**src/rtl/trd_status_ctrl_if.sv**
```systemverilog
// rtl/trd_status_ctrl_if.sv - thread event, readback and status bundle for trd_status_ctrl
interface trd_status_ctrl_if #(
    parameter int NUM_TRD = 8,
    parameter int TID_W   = 3
);
    logic               spawn_vld;
    logic [TID_W-1:0]   spawn_trd;
    logic               done_vld;
    logic [TID_W-1:0]   done_trd;
    logic               alu_exp;
    logic [TID_W-1:0]   alu_trd;
    logic               inv_op;
    logic [TID_W-1:0]   inv_op_trd;
    logic               seg_fault;
    logic [TID_W-1:0]   seg_trd;
    logic               breakpoint;
    logic [TID_W-1:0]   bp_trd;
    logic               clr_vld;
    logic [TID_W-1:0]   clr_trd;
    logic [TID_W-1:0]   rd_trd;
    logic [7:0]         rd_status;
    logic [7:0]         rd_cnt;
    logic [NUM_TRD-1:0] trd_run;
    logic [NUM_TRD-1:0] trd_excp;
    logic               excp_irq;
    logic               spawn_err;
    logic               all_idle;

    modport master (
        output spawn_vld, spawn_trd, done_vld, done_trd, alu_exp, alu_trd,
               inv_op, inv_op_trd, seg_fault, seg_trd, breakpoint, bp_trd,
               clr_vld, clr_trd, rd_trd,
        input  rd_status, rd_cnt, trd_run, trd_excp, excp_irq, spawn_err, all_idle
    );

    modport slave (
        input  spawn_vld, spawn_trd, done_vld, done_trd, alu_exp, alu_trd,
               inv_op, inv_op_trd, seg_fault, seg_trd, breakpoint, bp_trd,
               clr_vld, clr_trd, rd_trd,
        output rd_status, rd_cnt, trd_run, trd_excp, excp_irq, spawn_err, all_idle
    );
endinterface

```
**src/rtl/trd_status_ctrl.sv**
```systemverilog
// rtl/trd_status_ctrl.sv - per-thread IDLE/RUN/EXCP tracker with cause latch and status readback
// Optional per-thread saturating exception counters enabled by TRD_EXCP_CNT_EN.
module trd_status_ctrl #(
    parameter int NUM_TRD = 8,
    parameter int TID_W   = 3
) (
    input  logic           clk,
    input  logic           rst,
    trd_status_ctrl_if.slave bus
);
    localparam logic [1:0] ST_IDLE = 2'd0;
    localparam logic [1:0] ST_RUN  = 2'd1;
    localparam logic [1:0] ST_EXCP = 2'd2;

    logic [1:0]         r_state     [NUM_TRD];
    logic [3:0]         r_cause     [NUM_TRD];
    logic [1:0]         w_state_nxt [NUM_TRD];
    logic [3:0]         w_cause_nxt [NUM_TRD];
    logic [NUM_TRD-1:0] w_enter_excp;
    logic [NUM_TRD-1:0] w_spawn_bad;
    logic [NUM_TRD-1:0] w_trd_run;
    logic [NUM_TRD-1:0] w_trd_excp;
    logic [1:0]         w_rd_state;
    logic               r_excp_irq;
    logic               r_spawn_err;

    // The unused encoding 3 is treated as IDLE everywhere it is observed.
    function automatic logic [1:0] st_dec(input logic [1:0] s);
        return (s == 2'd3) ? ST_IDLE : s;
    endfunction

    always_ff @(posedge clk) begin
        if (rst) begin
            for (int i = 0; i < NUM_TRD; i++) begin
                r_state[i] <= ST_IDLE;
                r_cause[i] <= 4'd0;
            end
            r_excp_irq  <= 1'b0;
            r_spawn_err <= 1'b0;
        end else begin
            for (int i = 0; i < NUM_TRD; i++) begin
                r_state[i] <= w_state_nxt[i];
                r_cause[i] <= w_cause_nxt[i];
            end
            r_excp_irq  <= |w_enter_excp;
            r_spawn_err <= |w_spawn_bad;
        end
    end

    always_comb begin
        for (int i = 0; i < NUM_TRD; i++) begin
            logic w_spawn, w_done, w_alu, w_inv, w_seg, w_bp, w_clr;
            w_spawn = bus.spawn_vld  && (bus.spawn_trd  == TID_W'(i));
            w_done  = bus.done_vld   && (bus.done_trd   == TID_W'(i));
            w_alu   = bus.alu_exp    && (bus.alu_trd    == TID_W'(i));
            w_inv   = bus.inv_op     && (bus.inv_op_trd == TID_W'(i));
            w_seg   = bus.seg_fault  && (bus.seg_trd    == TID_W'(i));
            w_bp    = bus.breakpoint && (bus.bp_trd     == TID_W'(i));
            w_clr   = bus.clr_vld    && (bus.clr_trd    == TID_W'(i));
            w_state_nxt[i]  = st_dec(r_state[i]);
            w_cause_nxt[i]  = r_cause[i];
            w_enter_excp[i] = 1'b0;
            w_spawn_bad[i]  = 1'b0;
            case (st_dec(r_state[i]))
                ST_IDLE: begin
                    if (w_spawn) w_state_nxt[i] = ST_RUN;
                end
                ST_RUN: begin
                    w_spawn_bad[i] = w_spawn;
                    // An exception beats a same-cycle done.
                    if (w_seg || w_inv || w_alu || w_bp) begin
                        w_state_nxt[i]  = ST_EXCP;
                        w_enter_excp[i] = 1'b1;
                        if (w_seg)      w_cause_nxt[i] = 4'd3;
                        else if (w_inv) w_cause_nxt[i] = 4'd2;
                        else if (w_alu) w_cause_nxt[i] = 4'd1;
                        else            w_cause_nxt[i] = 4'd4;
                    end else if (w_done) begin
                        w_state_nxt[i] = ST_IDLE;
                    end
                end
                ST_EXCP: begin
                    w_spawn_bad[i] = w_spawn;
                    if (w_clr) begin
                        w_state_nxt[i] = ST_IDLE;
                        w_cause_nxt[i] = 4'd0;
                    end
                end
                default: w_state_nxt[i] = ST_IDLE;
            endcase
        end
    end

    always_comb begin
        for (int i = 0; i < NUM_TRD; i++) begin
            w_trd_run[i]  = (st_dec(r_state[i]) == ST_RUN);
            w_trd_excp[i] = (st_dec(r_state[i]) == ST_EXCP);
        end
        w_rd_state = st_dec(r_state[bus.rd_trd]);
    end

    assign bus.trd_run   = w_trd_run;
    assign bus.trd_excp  = w_trd_excp;
    assign bus.all_idle  = ~|(w_trd_run | w_trd_excp);
    assign bus.rd_status = {2'b00, w_rd_state, r_cause[bus.rd_trd]};
    assign bus.excp_irq  = r_excp_irq;
    assign bus.spawn_err = r_spawn_err;

`ifdef TRD_EXCP_CNT_EN
    logic [7:0] r_cnt [NUM_TRD];

    always_ff @(posedge clk) begin
        if (rst) begin
            for (int i = 0; i < NUM_TRD; i++) r_cnt[i] <= 8'd0;
        end else begin
            for (int i = 0; i < NUM_TRD; i++) begin
                if (w_enter_excp[i] && (r_cnt[i] != 8'hFF)) r_cnt[i] <= r_cnt[i] + 8'd1;
            end
        end
    end

    assign bus.rd_cnt = r_cnt[bus.rd_trd];
`else
    assign bus.rd_cnt = 8'd0;
`endif
endmodule
```
**src/flat_wrapper.sv**
```systemverilog
// flat-port wrapper written by rule: the top's interface ports become plain ports
module trd_status_ctrl_flat 
#(
    parameter int NUM_TRD = 8,
    parameter int TID_W   = 3
)
  (clk, rst, bus_spawn_vld, bus_spawn_trd, bus_done_vld, bus_done_trd, bus_alu_exp, bus_alu_trd, bus_inv_op, bus_inv_op_trd, bus_seg_fault, bus_seg_trd, bus_breakpoint, bus_bp_trd, bus_clr_vld, bus_clr_trd, bus_rd_trd, bus_rd_status, bus_rd_cnt, bus_trd_run, bus_trd_excp, bus_excp_irq, bus_spawn_err, bus_all_idle);
  trd_status_ctrl_if #(.NUM_TRD(NUM_TRD), .TID_W(TID_W)) bus_i ();
  input  logic clk;
  input  logic rst;
  input wire logic [$bits(bus_i.spawn_vld)-1:0] bus_spawn_vld;
  input wire logic [$bits(bus_i.spawn_trd)-1:0] bus_spawn_trd;
  input wire logic [$bits(bus_i.done_vld)-1:0] bus_done_vld;
  input wire logic [$bits(bus_i.done_trd)-1:0] bus_done_trd;
  input wire logic [$bits(bus_i.alu_exp)-1:0] bus_alu_exp;
  input wire logic [$bits(bus_i.alu_trd)-1:0] bus_alu_trd;
  input wire logic [$bits(bus_i.inv_op)-1:0] bus_inv_op;
  input wire logic [$bits(bus_i.inv_op_trd)-1:0] bus_inv_op_trd;
  input wire logic [$bits(bus_i.seg_fault)-1:0] bus_seg_fault;
  input wire logic [$bits(bus_i.seg_trd)-1:0] bus_seg_trd;
  input wire logic [$bits(bus_i.breakpoint)-1:0] bus_breakpoint;
  input wire logic [$bits(bus_i.bp_trd)-1:0] bus_bp_trd;
  input wire logic [$bits(bus_i.clr_vld)-1:0] bus_clr_vld;
  input wire logic [$bits(bus_i.clr_trd)-1:0] bus_clr_trd;
  input wire logic [$bits(bus_i.rd_trd)-1:0] bus_rd_trd;
  output wire logic [$bits(bus_i.rd_status)-1:0] bus_rd_status;
  output wire logic [$bits(bus_i.rd_cnt)-1:0] bus_rd_cnt;
  output wire logic [$bits(bus_i.trd_run)-1:0] bus_trd_run;
  output wire logic [$bits(bus_i.trd_excp)-1:0] bus_trd_excp;
  output wire logic [$bits(bus_i.excp_irq)-1:0] bus_excp_irq;
  output wire logic [$bits(bus_i.spawn_err)-1:0] bus_spawn_err;
  output wire logic [$bits(bus_i.all_idle)-1:0] bus_all_idle;
  assign bus_i.spawn_vld = bus_spawn_vld;
  assign bus_i.spawn_trd = bus_spawn_trd;
  assign bus_i.done_vld = bus_done_vld;
  assign bus_i.done_trd = bus_done_trd;
  assign bus_i.alu_exp = bus_alu_exp;
  assign bus_i.alu_trd = bus_alu_trd;
  assign bus_i.inv_op = bus_inv_op;
  assign bus_i.inv_op_trd = bus_inv_op_trd;
  assign bus_i.seg_fault = bus_seg_fault;
  assign bus_i.seg_trd = bus_seg_trd;
  assign bus_i.breakpoint = bus_breakpoint;
  assign bus_i.bp_trd = bus_bp_trd;
  assign bus_i.clr_vld = bus_clr_vld;
  assign bus_i.clr_trd = bus_clr_trd;
  assign bus_i.rd_trd = bus_rd_trd;
  assign bus_rd_status = bus_i.rd_status;
  assign bus_rd_cnt = bus_i.rd_cnt;
  assign bus_trd_run = bus_i.trd_run;
  assign bus_trd_excp = bus_i.trd_excp;
  assign bus_excp_irq = bus_i.excp_irq;
  assign bus_spawn_err = bus_i.spawn_err;
  assign bus_all_idle = bus_i.all_idle;
  trd_status_ctrl #(.NUM_TRD(NUM_TRD), .TID_W(TID_W)) u_core (.clk(clk), .rst(rst), .bus(bus_i));
endmodule
```
**config.mk**
```make
export PLATFORM = sky130hd
export DESIGN_NAME = trd_status_ctrl_flat
export DESIGN_NICKNAME = d
export VERILOG_FILES = /design/src/rtl/trd_status_ctrl_if.sv /design/src/rtl/trd_status_ctrl.sv /design/src/flat_wrapper.sv
export SDC_FILE = /design/constraint.sdc
export NUM_CORES = 1
export LEC_CHECK = 0
export CAP_MARGIN = 10
export CELL_PAD_IN_SITES_DETAIL_PLACEMENT = 1
export CELL_PAD_IN_SITES_GLOBAL_PLACEMENT = 1
export CORE_MARGIN = 3
export CORE_UTILIZATION = 36
export CTS_CLUSTER_DIAMETER = 80
export DETAILED_ROUTE_END_ITERATION = 7
export GPL_ROUTABILITY_DRIVEN = 0
export HOLD_SLACK_MARGIN = 0.02
export MAX_ROUTING_LAYER = met4
export PLACE_DENSITY = 0.77
export SYNTH_ARGS = -nofsm -noshare
export SYNTH_HDL_FRONTEND = slang
export SYNTH_SLANG_ARGS = --single-unit
```
**constraint.sdc**
```tcl
create_clock -name clk -period 2.5 [get_ports clk]
set_input_delay 0.75 -clock clk [delete_from_list [all_inputs] [get_ports clk]]
set_output_delay 0.75 -clock clk [all_outputs]
set_load 0.01 [all_outputs]
```
After elaboration in Yosys (flattened, before gate mapping)
Memory sizes are Yosys's and may differ from the RTL's.
Cells that the tools add are included.
Cells by class
  bitwise operators: 17
  reductions and logical operators: 115
  muxes and demuxes: 140
  equal/unequal tests: 98
Operator list (count)
  4-bit two-way mux: 40
  2-bit two-way mux: 49
  3-bit == test (second input constant): 28
  4-bit one-hot mux with 2 select lines: 8
  1-bit logical AND: 56
  2-bit inequality test (second input constant): 24
  2-bit one-hot mux with 3 select lines: 8
  3-bit by 2-bit == test with 1-bit output (second input constant): 14
  2-bit == test (second input constant): 17
  4-bit AND reduction: 8
  1-bit two-way mux: 27
  1-bit logical OR: 24
  3-bit two-way mux: 8
  8-bit OR reduction: 3
  3-bit by 1-bit == test with 1-bit output (second input constant): 7
  3-bit logical NOT: 7
  2-bit by 1-bit == test with 1-bit output (second input constant): 8
  2-bit logical NOT: 8
  1-bit bitwise OR: 16
  2-bit OR reduction: 8
  8-bit bitwise OR: 1
  1-bit logical NOT: 1
Storage, ports and cells
  RAM bits: 48
  output and inout port bits: 35
  word-level logic and storage cells: 374
  memories kept: 2
  register bits after elaboration: 2
Memories
  u_core.r_cause: depth 8, width 4, rd ports 1, clocked after Yosys merged registers in 0, wr ports 8, RTL line trd_status_ctrl.sv:16  | logic [3:0] r_cause [NUM_TRD];
  u_core.r_state: depth 8, width 2, rd ports 9, clocked after Yosys merged registers in 0, wr ports 8, RTL line trd_status_ctrl.sv:15  | logic [1:0] r_state [NUM_TRD];

Logic depth before layout (Yosys ltp)
Gate-level depths: netlist of the first run.
  depth in word-level cells: 8
  gate-level depth with buffers: 7
  gate-level depth less buffers: 7

Worst setup path before layout of the first run
No wires, ideal clock.
  path kind: input to output
  from: input bus_rd_trd[0]
  to: output bus_rd_status[4]
  stages: 4
  data arrival time: 1988 ps
  data required time: 1750 ps
  slack: -238 ps
  cells stage by stage: buf_2 mux4_2 and2_1 nor3_1
Between the ends
  cells in the longest elaborated chain, start to end: 3
RTL lines
  from (decl): RTL line flat_wrapper.sv:25  | input wire logic [$bits(bus_i.rd_trd)-1:0] bus_rd_trd;
  memory 8 x 2 bit *
  2-bit == test: RTL line trd_status_ctrl.sv:29  | return (s == 2'd3) ? ST_IDLE : s;
  2-bit two-way mux *: RTL line trd_status_ctrl.sv:29
  to (decl): RTL line flat_wrapper.sv:26  | output wire logic [$bits(bus_i.rd_status)-1:0] bus_rd_status;
Every way passes the cells marked *; elsewhere a longest branch is shown, timed or not.

Final worst setup path of the first run
  from: input bus_rd_trd[0]
  to: output bus_rd_status[0]
Between the ends
  cells in the longest elaborated chain, start to end: 1
RTL lines
  memory 8 x 4 bit
Every way passes these cells.

==> impl_summary.log, run 1 <==
[metrics] Worst Setup Start Kind: input port
[metrics] main flop type after synthesis: sky130_fd_sc_hd__edfxtp_1
[metrics] failing checks: setup timing
[metrics] number of placement rows: 34
[metrics] antenna violations before repair: 2
[metrics] capturing element type of the critical path: output pin
[metrics] TritonCTS clock tree: done
[metrics] layer with the highest usage: met2
[metrics] maxcap violations: 0
[metrics] Peak supply drop: ~210 uV
[metrics] maximum cell stage delay along the critical path: about 500 ps
[metrics] number of setup violations in the final report: 5
[metrics] library cell contributing the largest single delay on the critical path: sky130_fd_sc_hd__mux4_2
[metrics] ports placed on the boundary: approximately 70
[metrics] HPWL after DPL: 11.0 mm
[metrics] result of the run: complete, but fails checks
[metrics] maximum number of pins on one net before global-route repair: 19
[metrics] mean cell area of the mapped netlist: 9.01 um^2
[metrics] top area cells in the synthesized netlist: sky130_fd_sc_hd__edfxtp_1, sky130_fd_sc_hd__dfxtp_1, sky130_fd_sc_hd__ha_1
[metrics] total leakage power: roughly 2.1 nW
[metrics] synthesized instance count: approximately 380
[metrics] pins over their slew limit: 0
[metrics] setup slack, reg-to-reg: approximately 740 ps
[metrics] data required time of the critical path: between 1500 and 2000 ps
[metrics] count of filler cells inserted in the layout: around 1000
[metrics] cell with the most instances after synthesis: sky130_fd_sc_hd__nand2_1
[metrics] Critical R2R Capture: u_core.r_cause[3][1]
[metrics] Total Wirelength: around 14 mm
[metrics] Final Core Density: a little over half
[metrics] final clock skew: 3.10 ps
[metrics] cells traversed along the worst timing path: buf_12, buf_12, mux4_2, mux2_4, buf_6
[metrics] overall fraction of global-route tracks in use: 27.0%
[metrics] peak fanout along the critical path: 6
[metrics] cell depth of the worst setup path: 5
[metrics] width of the chip: between 100 and 150 um
[metrics] number of design rule violations left after detail routing: 0
[metrics] cell repeated most along the worst path: sky130_fd_sc_hd__buf_12
[metrics] Synth async-reset ratio: 0%
[metrics] latest clock arrival within the worst-skew pair: 300 ps
[metrics] CP Launch Point: bus_rd_trd[0]
[metrics] first-pass GRT wire length: about 21 mm
[metrics] cell area after technology mapping: ~3400 um^2
[metrics] number of unique standard cell types used by synthesis: 53
[metrics] Tcrit/Tclk final: 105%
[metrics] class of the tightest hold or removal check: flip-flop to flip-flop
[metrics] worst-case hold slack: roughly 780 ps
[metrics] Setup crit end: bus_rd_status[0]
[metrics] clock tree root driver cell: sky130_fd_sc_hd__clkbuf_8
[metrics] effective utilization at floorplan: a little under two fifths
[metrics] input/output buffers: 56
[metrics] die outline area: roughly 11000 um^2
[metrics] CTS max path bufs: 2
[metrics] vias in the first global route: roughly 3900
[metrics] Post-synth top cells: sky130_fd_sc_hd__nand2_1, sky130_fd_sc_hd__inv_1, sky130_fd_sc_hd__nor2_1
[metrics] total number of vias: around 3600
[metrics] number of flops mapped to enable cells by yosys: 24
[metrics] number of clock buffers inserted by TritonCTS: 5
[metrics] fraction of post-synthesis cell area in the top cell type by area: 21.1%
[metrics] cell count of the worst reg-to-reg path: 6
[metrics] share of final-layout standard cells stronger than drive strength 1: 26.3%
[metrics] Inst Count DP: between 600 and 700
[metrics] core area: between 8000 and 9000 um^2
[metrics] final hold violation count: 0
[metrics] net total in the final layout: around 570
[metrics] met2 capacity usage during global routing: a little over two fifths
[metrics] Post-CTS Hold Fix Bufs: 0
[metrics] synthesis-to-layout area growth: 43.2%
[metrics] number of standard cells in the final layout excluding fillers: approximately 640
[metrics] library cell with the largest summed area after synthesis: sky130_fd_sc_hd__edfxtp_1
[metrics] WL/cell: around 21 um
[metrics] setup repair after global routing missed its margin: true
[metrics] multi-input logic area: about 2200 um^2
[metrics] pwr/cell area: roughly 410 nW/um^2
[metrics] worst reg2reg startpoint: u_core.r_state[3][0]
[metrics] post-detailed-route count of antenna-violating nets: 0
[metrics] Max Clock Freq: between 300 and 400 MHz
[metrics] Die Span Y: around 100 um
[metrics] critical setup path kind: input port to output pin
[metrics] register area: about 1100 um^2
[metrics] CTS H-tree lvls: 2
[metrics] met3 Track Usage GR: approximately 6.6%
[metrics] Clock Sinks: between 40 and 50
[metrics] final-layout setup total negative slack: -477 ps
[metrics] CTS clock-pin slew for the worst setup and hold paths: approximately 80 ps
[metrics] kind of cell adding the most delay to the critical path: multiplexers
[metrics] post-detailed-route via-to-cell ratio: approximately 5.7
[metrics] final critical-path required period: 2620 ps
[metrics] final setup margin: -117 ps
[metrics] Remaining Overflow, GRT: 0
[metrics] number of warnings printed during yosys synthesis: 0
[metrics] number of detailed-route iterations in the first pass: 5
[metrics] hold_sp: u_core.r_state[7][0]
[metrics] number of buffers and inverters on the critical path: 3
[metrics] share of synthesized area occupied by flip-flops and latches: 31.7%
[metrics] register bit count reported by yosys: 42
[metrics] global routing met1 resource utilization: 32.5%
[metrics] DRC violation total after the first TritonRoute iteration: between 150 and 200
[metrics] arrival time of the worst setup path: about 1900 ps
-- kinds of logic after synthesis --
kind of cell             share of synthesized area, %
AND/OR/NAND/NOR                                  27.2
AO/OA/AOI/OAI                                    16.5
buffers and inverters                            7.73
flip-flops                                       31.7
adder cells (fa/ha/maj)                          8.43
multiplexers                                     8.46
other                                           0.110
-- what timing repair did --
item	in CTS	in global routing
resized for setup	46	24
setup endpoints to repair	10	30
setup buffers	1	0
pin swaps	1	1
-- through the flow --
step / cell area [um^2] / worst slack [ps] / power [mW]
after floorplan: 3480 / 9.04 / 1.16
after global placement: 4670 / -962 / 1.49
after detailed placement: 4670 / -1000 / 1.52
after CTS: 4800 / -222 / 1.99
after global routing: 4890 / -146 / 2.11
final: 4890 / -117 / 2.00
-- how the worst min path moves through the flow --
stage	to	slack [ps]	cells after the start
4_1_cts	u_core.r_state[6][1]	780	3
5_1_grt	u_core.r_state[1][1]	820	2
3_5_place_dp	u_core.r_state[7][1]	740	3
6_report	u_core.r_state[7][1]	780	2
2_1_floorplan	u_core.r_state[6][1]	650	2
3_3_place_gp	u_core.r_state[6][1]	720	3
-- cells in the final DEF (no fill, tap or decap), types with 4 or more instances in the layout --
master / netlist / final
sky130_fd_sc_hd__nor2_1: 29 / 29
sky130_fd_sc_hd__mux4_2: 10 / 10
sky130_fd_sc_hd__a31oi_1: 7 / 6
sky130_fd_sc_hd__nor2b_1: 4 / 4
sky130_fd_sc_hd__nand4b_1: 9 / 9
sky130_fd_sc_hd__and4bb_2: 5 / 5
sky130_fd_sc_hd__buf_4: 12 / 80
sky130_fd_sc_hd__nor3_1: 6 / 5
sky130_fd_sc_hd__nand4_1: 10 / 10
sky130_fd_sc_hd__conb_1: 1 / 11
sky130_fd_sc_hd__clkbuf_8: 0 / 6
sky130_fd_sc_hd__o21ai_0: 27 / 27
sky130_fd_sc_hd__ha_1: 23 / 21
sky130_fd_sc_hd__a21boi_0: 6 / 6
sky130_fd_sc_hd__buf_6: 1 / 4
sky130_fd_sc_hd__inv_1: 33 / 33
sky130_fd_sc_hd__a211oi_1: 4 / 4
sky130_fd_sc_hd__dlymetal6s2s_1: 0 / 10
sky130_fd_sc_hd__nor4_1: 11 / 10
sky130_fd_sc_hd__nand2b_1: 10 / 10
sky130_fd_sc_hd__edfxtp_1: 24 / 24
sky130_fd_sc_hd__nand3b_1: 4 / 4
sky130_fd_sc_hd__a221oi_1: 7 / 7
sky130_fd_sc_hd__o31ai_1: 6 / 6
sky130_fd_sc_hd__a21oi_1: 17 / 17
sky130_fd_sc_hd__nand2_1: 35 / 35
sky130_fd_sc_hd__and4b_1: 4 / 4
sky130_fd_sc_hd__dfxtp_1: 18 / 15
sky130_fd_sc_hd__clkdlybuf4s50_1: 0 / 37
-- report_power, final --
group | internal [mW] | total, mW | leakage (nW) | switching, mW
clock network | 0.223 | 0.467 | 0.0482 | 0.243
registers | 0.789 | 0.833 | 0.397 | 0.0444
logic | 0.343 | 0.702 | 1.61 | 0.359
-- sequential cells by signal, indices dropped and copies added (netlist names) --
| register | count |
|---|---|
| u_core.bus.spawn_err | 1 |
| u_core.r_cause | 24 |
| u_core.r_state | 16 |
| u_core.bus.excp_irq | 1 |
-- worst min-delay path, cell delays in order, from the launching register on --
cell	delay [ps]
sky130_fd_sc_hd__dfxtp_1	410
sky130_fd_sc_hd__ha_1	220
sky130_fd_sc_hd__a221oi_1	90
-- cell type report --
| class | count | area share (%) |
|---|---|---|
| Inverter | 33 | 2.53 |
| Antenna cell | 2 | 0.102 |
| Clock inverter | 1 | 0.102 |
| Timing Repair Buffer | 138 | 25.0 |
| Clock buffer | 7 | 1.77 |
| Multi-Input combinational cell | 292 | 45.1 |
| Tap cell | 126 | 3.22 |
| Sequential cell | 42 | 22.2 |
-- per-layer routing --
metal | wire length [um] | vias up
met5 | 0 | -
met4 | 413 | 0
met3 | 930 | 31
met2 | 6620 | 135
met1 | 5580 | 1777
li1 | - | 1684
Note: power is estimated with default switching activity, not from simulation.
==> inputs of run 2 (changes only) <==
Settings changed: CORE_UTILIZATION 36 to 43, PLACE_DENSITY 0.77 to 0.86.
Clock period 2.5 ns to 3.3 ns, I/O delays scaled along.
==> impl_summary.log, run 2 (synthesized netlist as in run 1, its figures left out) <==
[metrics] commonest non-fill, non-tap cell in the layout: sky130_fd_sc_hd__clkdlybuf4s50_1
[metrics] Inst Count DP: ~540
[metrics] total internal power: 946 uW
[metrics] peak fanout along the critical path: 4
[metrics] Post-CTS Hold Fix Bufs: 0
[metrics] maximum number of pins on one net before global-route repair: 32
[metrics] number of detailed-route iterations in the first pass: 5
[metrics] width of the chip: around 95 um
[metrics] Clock Sinks: 42
[metrics] result of the run: finished, final reports clean
[metrics] pins over their slew limit: 0
[metrics] number of clock buffers inserted by TritonCTS: 5
[metrics] capturing element type of the critical path: output pin
[metrics] CTS H-tree lvls: 2
[metrics] Remaining Overflow, GRT: 0
[metrics] data required time of the critical path: ~2300 ps
[metrics] antenna violations before repair: 0
[metrics] Antenna Cells: 0
[metrics] power consumption: approximately 1.4 mW
[metrics] final critical-path required period: 3260 ps
[metrics] number of buffers and inverters on the critical path: 4
[metrics] kind of cell adding the most delay to the critical path: multiplexers
[metrics] arrival time of the worst setup path: between 2000 and 2500 ps
[metrics] final hold violation count: 0
[metrics] net total in the final layout: just over 500
[metrics] share of final-layout standard cells stronger than drive strength 1: between 10% and 20%
[metrics] vias in the first global route: between 3000 and 4000
[metrics] library cell contributing the largest single delay on the critical path: sky130_fd_sc_hd__mux4_2
[metrics] effective utilization at floorplan: roughly 46%
[metrics] final clock skew: approximately 8.5 ps
[metrics] number of standard cells in the final layout excluding fillers: ~550
[metrics] Worst Setup Start Kind: input port
[metrics] flip-flop count of the largest register after layout: 24
[metrics] ports placed on the boundary: 68
[metrics] Max Clock Freq: just over 300 MHz
[metrics] clock tree root driver cell: sky130_fd_sc_hd__clkbuf_8
[metrics] total leakage power: ~1.6 nW
[metrics] maxcap violations: 0
[metrics] number of design rule violations left after detail routing: 0
[metrics] pwr/cell area: around 340 nW/um^2
[metrics] post-detailed-route via-to-cell ratio: 6.20
[metrics] first-pass GRT wire length: roughly 19 mm
[metrics] number of setup violations in the final report: 0
[metrics] Die Span Y: 95.1 um
[metrics] TritonCTS clock tree: done
[metrics] Clock Power Share: 23.4%
[metrics] synthesis-to-layout area growth: 23.0%
[metrics] number of placement rows: 31
[metrics] headroom to the max-slew limit: 62.3%
[metrics] input/output buffers: between 50 and 60
[metrics] latest clock arrival within the worst-skew pair: 300 ps
[metrics] DRC violation total after the first TritonRoute iteration: 308
[metrics] largest registers: u_core.r_cause x24, u_core.r_state x16
[metrics] sequential share of power: about 45%
[metrics] register with the most flip-flops: u_core.r_cause
[metrics] cells traversed along the worst timing path: buf_4, buf_6, buf_4, mux4_2, mux2_2, buf_2
[metrics] core area: around 7500 um^2
[metrics] reported net switching power: between 400 and 500 uW
[metrics] class of the tightest hold or removal check: flip-flop to flip-flop
[metrics] critical setup path kind: input port to output pin
[metrics] die outline area: approximately 9000 um^2
[metrics] combinational fraction of design power: about a third
[metrics] setup repair after global routing missed its margin: false
[metrics] CTS max path bufs: 2
[metrics] slew at the pin with the worst max-slew slack: 557 ps
[metrics] Tcrit/Tclk final: a little over nine tenths
[metrics] Peak supply drop: approximately 200 uV
[metrics] Total Wirelength: about 12 mm
[metrics] cell repeated most along the worst path: sky130_fd_sc_hd__buf_4
[metrics] CTS clock-pin slew for the worst setup and hold paths: around 80 ps
[metrics] overall fraction of global-route tracks in use: slightly below 30%
[metrics] HPWL after DPL: between 9 and 10 mm
[metrics] maximum cell stage delay along the critical path: 500 ps
[metrics] WL/cell: ~23 um
[metrics] total number of vias: 3393
[metrics] switching power as a share of total power: roughly a third
[metrics] highest-count cells in the layout ignoring fill and taps: sky130_fd_sc_hd__clkdlybuf4s50_1, sky130_fd_sc_hd__nand2_1, sky130_fd_sc_hd__inv_1, sky130_fd_sc_hd__nor2_1, sky130_fd_sc_hd__o21ai_0
[metrics] post-detailed-route count of antenna-violating nets: 0
==> run 2: worst min-delay path, cell delays in order, from the launching register on <==
cell and delay, ps:
sky130_fd_sc_hd__dfxtp_1 390, sky130_fd_sc_hd__ha_1 210, sky130_fd_sc_hd__a221oi_1 110
==> run 2: worst paths after layout <==
check | from | end | slack [ps] | cells after the start
hold reg to reg | u_core.r_state[1][0] | u_core.r_state[1][1] | 780 | 2
setup / recovery | bus_rd_trd[0] | bus_rd_status[2] | 40 | 6
hold / removal | u_core.r_state[1][0] | u_core.r_state[1][1] | 780 | 2
setup reg to reg | u_core.r_state[0][0] | u_core.r_state[0][1] | 1510 | 7
==> run 2: layout make-up <==
cell class                 count  area (um^2)
fill                         888         3290
multi-input combinational    292         2110
clock buffer                   6         72.6
clock inverter                 2         8.76
timing repair buffer          73          678
sequential                    42         1080
inverter                      33          124
tap                           99          124
==> run 2: power by group through the flow <==
stage	combinational, mW	clock, mW	sequential, mW
2_1_floorplan	0.259	0	0.620
4_1_cts	0.446	0.334	0.629
3_5_place_dp	0.442	0	0.641
5_1_grt	0.489	0.356	0.633
3_3_place_gp	0.424	0	0.637
6_report	0.452	0.330	0.630
==> run 2: what timing repair did <==
item / in CTS / in global routing
buffers inserted: 4 / 0
gates resized for setup: 26 / 4
setup endpoints to repair: 5 / 1
==> run 2: through the flow <==
stage               cell area (um^2)  hold slack [ps]  utilization [%]  worst slack (ps)  setup TNS [ps]
global placement                4090              729             54.7              -693           -3320
detailed placement              4090              769             54.7              -779           -3710
floorplan                       3450              647                -              82.3               0
finish                          4200              776             56.1              41.3               0
global route                    4200              825             56.1              7.01               0
CTS                             4200              786             56.1              47.4               0
==> run 2: routing by layer <==
metal | global-route usage, % | vias up | share of wire (%)
met1 | 39.7 | 1686 | 42
met4 | 5.41 | 0 | 1.4
met5 | - | - | 0
met3 | 4.10 | 15 | 7.4
met2 | 46.9 | 134 | 49
li1 | - | 1558 | -
